## src/rtl/groove_sample_scheduler.sv

```systemverilog
// groove_sample_scheduler: turns signed scan positions into absolute timestamps and strobes fire when sig_time reaches them.
// Define GROOVE_SCHED_SKIP_LATE_EN to drop late targets (missed only, no fire).
module groove_sample_scheduler #(
    parameter int DEPTH = 4
) (
    input  logic        clk,
    input  logic        reset,
    input  logic        sync_start,
    input  logic [31:0] sig_time,
    input  logic        dir,
    input  logic [31:0] afll_ltr,
    input  logic [31:0] afll_rtl,
    input  logic        pos_valid,
    output logic        pos_ready,
    input  logic [15:0] pos_in,
    output logic        fire,
    output logic [31:0] fire_time,
    output logic        missed,
    output logic        busy
);
    localparam int AW = $clog2(DEPTH);
    localparam logic [AW:0] FULL = (AW+1)'(DEPTH);

    typedef enum logic [2:0] {IDLE, READY, MUL1, MUL2, WAIT, FIRE} state_t;

    state_t             state;
    logic [15:0]        mem [DEPTH];
    logic [AW-1:0]      wr_ptr, rd_ptr;
    logic [AW:0]        count;
    logic [31:0]        base, dur, dur_m, target, offset;
    logic [15:0]        pos;
    logic [16:0]        u;
    logic               first;
    logic               push, pop;
    logic signed [31:0] d;

    assign pos_ready = (state != IDLE) && (count != FULL) && !sync_start;
    assign push      = pos_valid && pos_ready;
    assign pop       = (state == READY) && (count != 0) && !sync_start;
    assign busy      = (count != 0) || (state inside {MUL1, MUL2, WAIT, FIRE});
    assign offset    = 32'((49'(u) * 49'(dur_m)) >> 16);
    // Modular difference keeps compares correct across the 32-bit wrap.
    assign d         = sig_time - target;

    always_ff @(posedge clk)
        if (push) mem[wr_ptr] <= pos_in;

    always_ff @(posedge clk or posedge reset) begin
        if (reset) begin
            state     <= IDLE;
            wr_ptr    <= '0;
            rd_ptr    <= '0;
            count     <= '0;
            base      <= '0;
            dur       <= '0;
            dur_m     <= '0;
            target    <= '0;
            pos       <= '0;
            u         <= '0;
            first     <= 1'b0;
            fire      <= 1'b0;
            fire_time <= '0;
            missed    <= 1'b0;
        end else begin
            fire   <= 1'b0;
            missed <= 1'b0;
            if (push) wr_ptr <= wr_ptr + 1'b1;
            if (pop) rd_ptr <= rd_ptr + 1'b1;
            count <= count + (AW+1)'(push) - (AW+1)'(pop);
            if (sync_start) begin
                state  <= READY;
                wr_ptr <= '0;
                rd_ptr <= '0;
                count  <= '0;
                base   <= sig_time;
                dur    <= dir ? afll_rtl : afll_ltr;
            end else begin
                case (state)
                    READY: if (pop) begin
                        pos   <= mem[rd_ptr];
                        state <= MUL1;
                    end
                    MUL1: begin
                        u     <= {1'b0, ~pos[15], pos[14:0]};
                        dur_m <= dur;
                        state <= MUL2;
                    end
                    MUL2: begin
                        target <= base + offset;
                        first  <= 1'b1;
                        state  <= WAIT;
                    end
                    WAIT: begin
                        first <= 1'b0;
                        if (!d[31]) begin
                            missed <= first && (d != 0);
`ifdef GROOVE_SCHED_SKIP_LATE_EN
                            if (first && (d != 0)) begin
                                state <= READY;
                            end else begin
                                fire      <= 1'b1;
                                fire_time <= target;
                                state     <= FIRE;
                            end
`else
                            fire      <= 1'b1;
                            fire_time <= target;
                            state     <= FIRE;
`endif
                        end
                    end
                    FIRE:    state <= READY;
                    default: state <= state;
                endcase
            end
        end
    end
endmodule

```

## config.mk

```make
export PLATFORM = sky130hd
export DESIGN_NAME = groove_sample_scheduler
export DESIGN_NICKNAME = d
export VERILOG_FILES = /design/src/rtl/groove_sample_scheduler.sv
export SDC_FILE = /design/constraint.sdc
export NUM_CORES = 2
export LEC_CHECK = 0
export CAP_MARGIN = 20
export CORE_MARGIN = 5
export CORE_UTILIZATION = 30
export CTS_CLUSTER_SIZE = 40
export DETAILED_ROUTE_END_ITERATION = 10
export SKIP_LAST_GASP = 1
export SLEW_MARGIN = 20
export SYNTH_ARGS = -nofsm -noshare
export SYNTH_HDL_FRONTEND = slang
export SYNTH_SLANG_ARGS = --single-unit
```

## constraint.sdc

```tcl
create_clock -name clk -period 13.9 [get_ports clk]
set_clock_uncertainty 0.1 [all_clocks]
set_input_delay 4.17 -clock clk [delete_from_list [all_inputs] [get_ports clk]]
set_output_delay 4.17 -clock clk [all_outputs]
set_load 0.01 [all_outputs]
```

# == After elaboration in Yosys (flattened, before gate mapping) ==
# Memory sizes are Yosys's and may differ from the RTL's. A register that Yosys moved wholly into a read port is not among the register bits.
# Index checks and enable logic that the tools add are counted.
# op_classes
n_mul,1
addsub,6
eq_ne,8
muxes,19
bitwise_logic,3
div,0
reduce_logical,22
n_lt_le_gt_ge,0
shift,0
# ops
operator,n
multiplier 16 x 32 -> 48 bit,1
adder 32 bit,1
2-to-1 mux 32 bit,1
nonzero test 32 bit,1
subtractor 32 bit,1
case mux 3 bit (5 select lines),1
2-to-1 mux 3 bit,4
"inequality test 3 bit, second input constant",3
AND reduction 3 bit,3
2-to-1 mux 1 bit,8
2-to-1 mux 2 bit,4
"equality test 3 x 2 -> 1 bit, second input constant",2
"equality test 3 bit, second input constant",2
logical AND 1 bit,6
AND reduction 2 bit,3
nonzero test 2 bit,3
nonzero test 3 bit,2
nonzero test 6 bit,1
"adder 2 x 1 -> 2 bit, second input constant",2
nonzero test 4 bit,1
adder 3 x 1 -> 3 bit,1
"equality test 3 x 1 -> 1 bit, second input constant",1
NOT 1 bit,3
subtractor 3 x 1 -> 3 bit,1
3 further kinds,3
# totals
output_inout_bits,36
ram_bits,64
elab_cells,73
latch_bits,0
romBits,0
n_memories,1
regBits,189
# memory_table
memory,words,word_bits,read_ports,rd_ports_with_merged_regs,write_ports,line_no,text
mem,4,16,1,1,1,27,logic [15:0] mem [DEPTH];

# == Logic depth before layout (Yosys ltp) ==
# depth
word_depth,7
ltp_mapped,38
mapped_depth_nobuf,37

# == Worst setup path before layout ==
# No wires, ideal clock.
# synth_timing
path_kind,input port to output port
from,input sync_start
to,output pos_ready
path_slack_ns,4.636
required_ns,9.630
t_arrival_ns,4.994
path_stages,3
path_buffers,2
cell_sequence,clkbuf_1 clkbuf_1 a211oi_1
# synth_via
elab_chain_len,2
# synth_lines
item,line_no,text
start: declaration,8,"input logic sync_start,"
logical NOT 1 bit,37,assign pos_ready = (state != IDLE) && (count != FULL) && !sync_start;
logical AND 1 bit,37,
end: declaration,14,"output logic pos_ready,"
# Every way passes these cells.

# == Final worst setup path ==
# layout_timing
from,register u[11]
to,register target[31]
# layout_via
elab_chain_len,2
# layout_lines
item,line_no,text
start: declaration,32,logic [16:0] u;
start signal: assignment,84,"u <= {1'b0, ~pos[15], pos[14:0]};"
multiplier 16 x 32 -> 48 bit,41,assign offset = 32'((49'(u) * 49'(dur_m)) >> 16);
adder 32 bit,89,target <= base + offset;
end signal: assignment,89,
end: declaration,30,"logic [31:0] base, dur, dur_m, target, offset;"
# Every way passes these cells.
# A chain may end at the register's enable or synchronous reset.

==> flow_metrics.env <==
export IMPL_detail_route_antenna_nets=0
export IMPL_postSynth_asyncResetShare_pct=76.2
export IMPL_post_drt_wl_per_cell_um=17.4
export IMPL_grt_max_degree=87
export IMPL_netlist_cell_type_count=82
export IMPL_worst_slew_pin_slew_ps=1060
export IMPL_cpMostUsedCell="fa_1"
export IMPL_clk_pin_slew_ps=70
export IMPL_grt_pass1_vias=21900
export IMPL_netlist_area_um2=29100
export IMPL_rows=114
export IMPL_slew_headroom_pct=27.6
export IMPL_layout_drive_gt1_share_pct=8.39
export IMPL_clock_sinks=269
export IMPL_synthFlopType="dfrtp_1"
export IMPL_die_h_um=321
export IMPL_multi_input_area_um2=19500
export IMPL_core_area_um2=96600
export IMPL_arrival_ps=10230
export IMPL_drv_slew=0
export IMPL_fillCellCount=9812
export IMPL_crit_start="u[11]"
export IMPL_rsz0062_at_grt="false"
export IMPL_max_cap_violations=0
export IMPL_cp_start_kind="flip-flop"
export IMPL_tns_ps=0
export IMPL_required_ps=14270
export IMPL_synth_edff_count=64
export IMPL_path_class="flip-flop to flip-flop"
export IMPL_crit_fanout=18
export IMPL_initial_core_util_pct=30.1
export IMPL_reg2reg_to="target[31]"
export IMPL_finalHoldViolCount=0
export IMPL_syn_inst=2947
export IMPL_critical_path_top_delay_family="adder cells"
export IMPL_regArea_um2=7060
export IMPL_first_iter_violations=1150
export IMPL_utilization_pct=34.1
export IMPL_tritoncts="yes"
export IMPL_drt_total_wl_mm=75.2
export IMPL_cp_slowest_cell="a2111oi_0"
export IMPL_r2r_start="u[11]"
export IMPL_vias=20600
export IMPL_setup_violations=0
export IMPL_hold_path_cell_count=1
export IMPL_synth_seq_cells=269
export IMPL_ctsResizeCount=0
export IMPL_path_buf_inv=4
export IMPL_route_detailed_drc=0
export IMPL_post_cts_buffers=0
export IMPL_clkLatencyLatePin_ps=630
export IMPL_avgSynthCellArea_um2=9.88
export IMPL_syn_to_final_growth_pct=13.0
export IMPL_cts_hold_buffers=0
export IMPL_finalCritPeriodShare_pct=71.0
export IMPL_layout_commonest_cell="inv_1"
export IMPL_io_pins=153
export IMPL_stdcell_area_um2=32900
export IMPL_reg2reg_depth=31
export IMPL_dpl_cell_area_um2=31800
export IMPL_hold_class="flip-flop to flip-flop"
export IMPL_holdPathEnd="u[15]"
export IMPL_hp_start="pos[15]"
export IMPL_htree_levels=1
export IMPL_viasPerCell=4.78
export IMPL_clock_fmax_mhz=101
export IMPL_yosysSeqAreaShare_pct=24.2
export IMPL_antenna_found_initial=3
export IMPL_grt_pass1_wl_mm=122
export IMPL_dieWidth_um=321
export IMPL_first_pass_iters=5
export IMPL_slowest_delay_ps=960
export IMPL_dpl_hpwl_mm=55.5
export IMPL_fin_crit_ps=9860
export IMPL_numCtsBuffers=30
export IMPL_synth_fp_nets=3672
export IMPL_io_buffers=152
export IMPL_end_kind="flip-flop"
export IMPL_synth_warnings=0
export IMPL_die_area_um2=103000
export IMPL_outcome="finished clean"
export IMPL_rrSetupSlack_ps=4040
export IMPL_root_buffer="clkbuf_16"
export IMPL_globalRouteTotalUtil_pct=14.7
export IMPL_grt_ovfl_total=0
export IMPL_place_congestion=0.863
export IMPL_final_cell_mix="inv_1 (524), fa_1 (420), nand2_1 (419)"
export IMPL_nets=3740
export IMPL_clock_path_buffers=3
metrics by stage:
| stage | hold slack (ps) | worst slack [ps] | cells |
|---|---|---|---|
| after floorplan | 313 | 4030 | 2947 |
| after global placement | 327 | 4080 | 4259 |
| after detailed placement | 345 | 4060 | 4259 |
| after CTS | 354 | 4040 | 4315 |
| after global routing | 381 | 3410 | 4315 |
| final | 349 | 4040 | 4316 |
layout make-up:
cell class | instances | share of cell area [%]
multi-input cells | 2016 | 59.4
flip-flops and latches | 269 | 21.5
inverters | 526 | 6.03
repair buffers | 172 | 5.07
well taps | 1276 | 4.85
clock buffers | 35 | 2.47
clock inverters | 21 | 0.696
diodes | 1 | 0.00761
cell families (layout without fill, tap and decap cells):
kind of cell | Yosys count | in the layout | synth area share [%]
AO/OA/AOI/OAI | 320 | 320 | 6.89
XOR/XNOR | 75 | 75 | 2.26
adder cells (fa/ha/maj) | 608 | 608 | 37.0
buffers and inverters | 662 | 754 | 8.65
flip-flops | 269 | 269 | 24.2
multiplexers | 187 | 187 | 7.68
other | 0 | 1 | 0
AND/OR/NAND/NOR | 826 | 826 | 13.3
registers in the layout (all words and copies together), names as in the netlist:
signal and flops:
base 32, count 3, dur 32, dur_m 32, fire 1, fire_time 32, first 1, mem 64
missed 1, pos 16, rd_ptr 2, state 3, target 32, u 16, wr_ptr 2
worst max-delay path by stage:
stage	end	slack (ps)	cells after the start
after global routing	target[31]	3410	33
after detailed placement	pos_ready	4060	3
after floorplan	base[0]	4030	1
after global placement	pos_ready	4080	3
final	target[31]	4040	31
after CTS	pos_ready	4040	3
synthesized netlist by cell type (16+ instances only):
| cell type | instances | area (µm²) |
|---|---|---|
| o21ai_0 | 61 | 305 |
| o21a_1 | 17 | 128 |
| nand3_1 | 23 | 115 |
| and2_1 | 174 | 1090 |
| a21o_1 | 22 | 165 |
| nor2_1 | 90 | 338 |
| mux2i_1 | 40 | 400 |
| xor2_1 | 24 | 210 |
| nand2_1 | 419 | 1570 |
| fa_1 | 420 | 8410 |
| edfxtp_1 | 64 | 1920 |
| mux4_2 | 16 | 360 |
| mux2_2 | 129 | 1450 |
| inv_1 | 525 | 1970 |
| xnor2_1 | 51 | 447 |
| a21oi_1 | 118 | 591 |
| nand4_1 | 16 | 100 |
| ha_1 | 188 | 2350 |
| nand2b_1 | 16 | 100 |
| nor3_1 | 23 | 115 |
| dfrtp_1 | 205 | 5130 |
| clkbuf_1 | 119 | 447 |
routing by layer:
layer  routed length, µm  track usage [%]  vias up
met5                   7                0        -
met4                1580             2.99        2
met3                4910             2.97      104
met2               35700             24.4      570
met1               32900             20.0    10500
li1                    -                -     9438
Power is left out: the tool's default activity adds up to more than one toggle a clock period on the data nets, which glitch-free logic cannot reach.
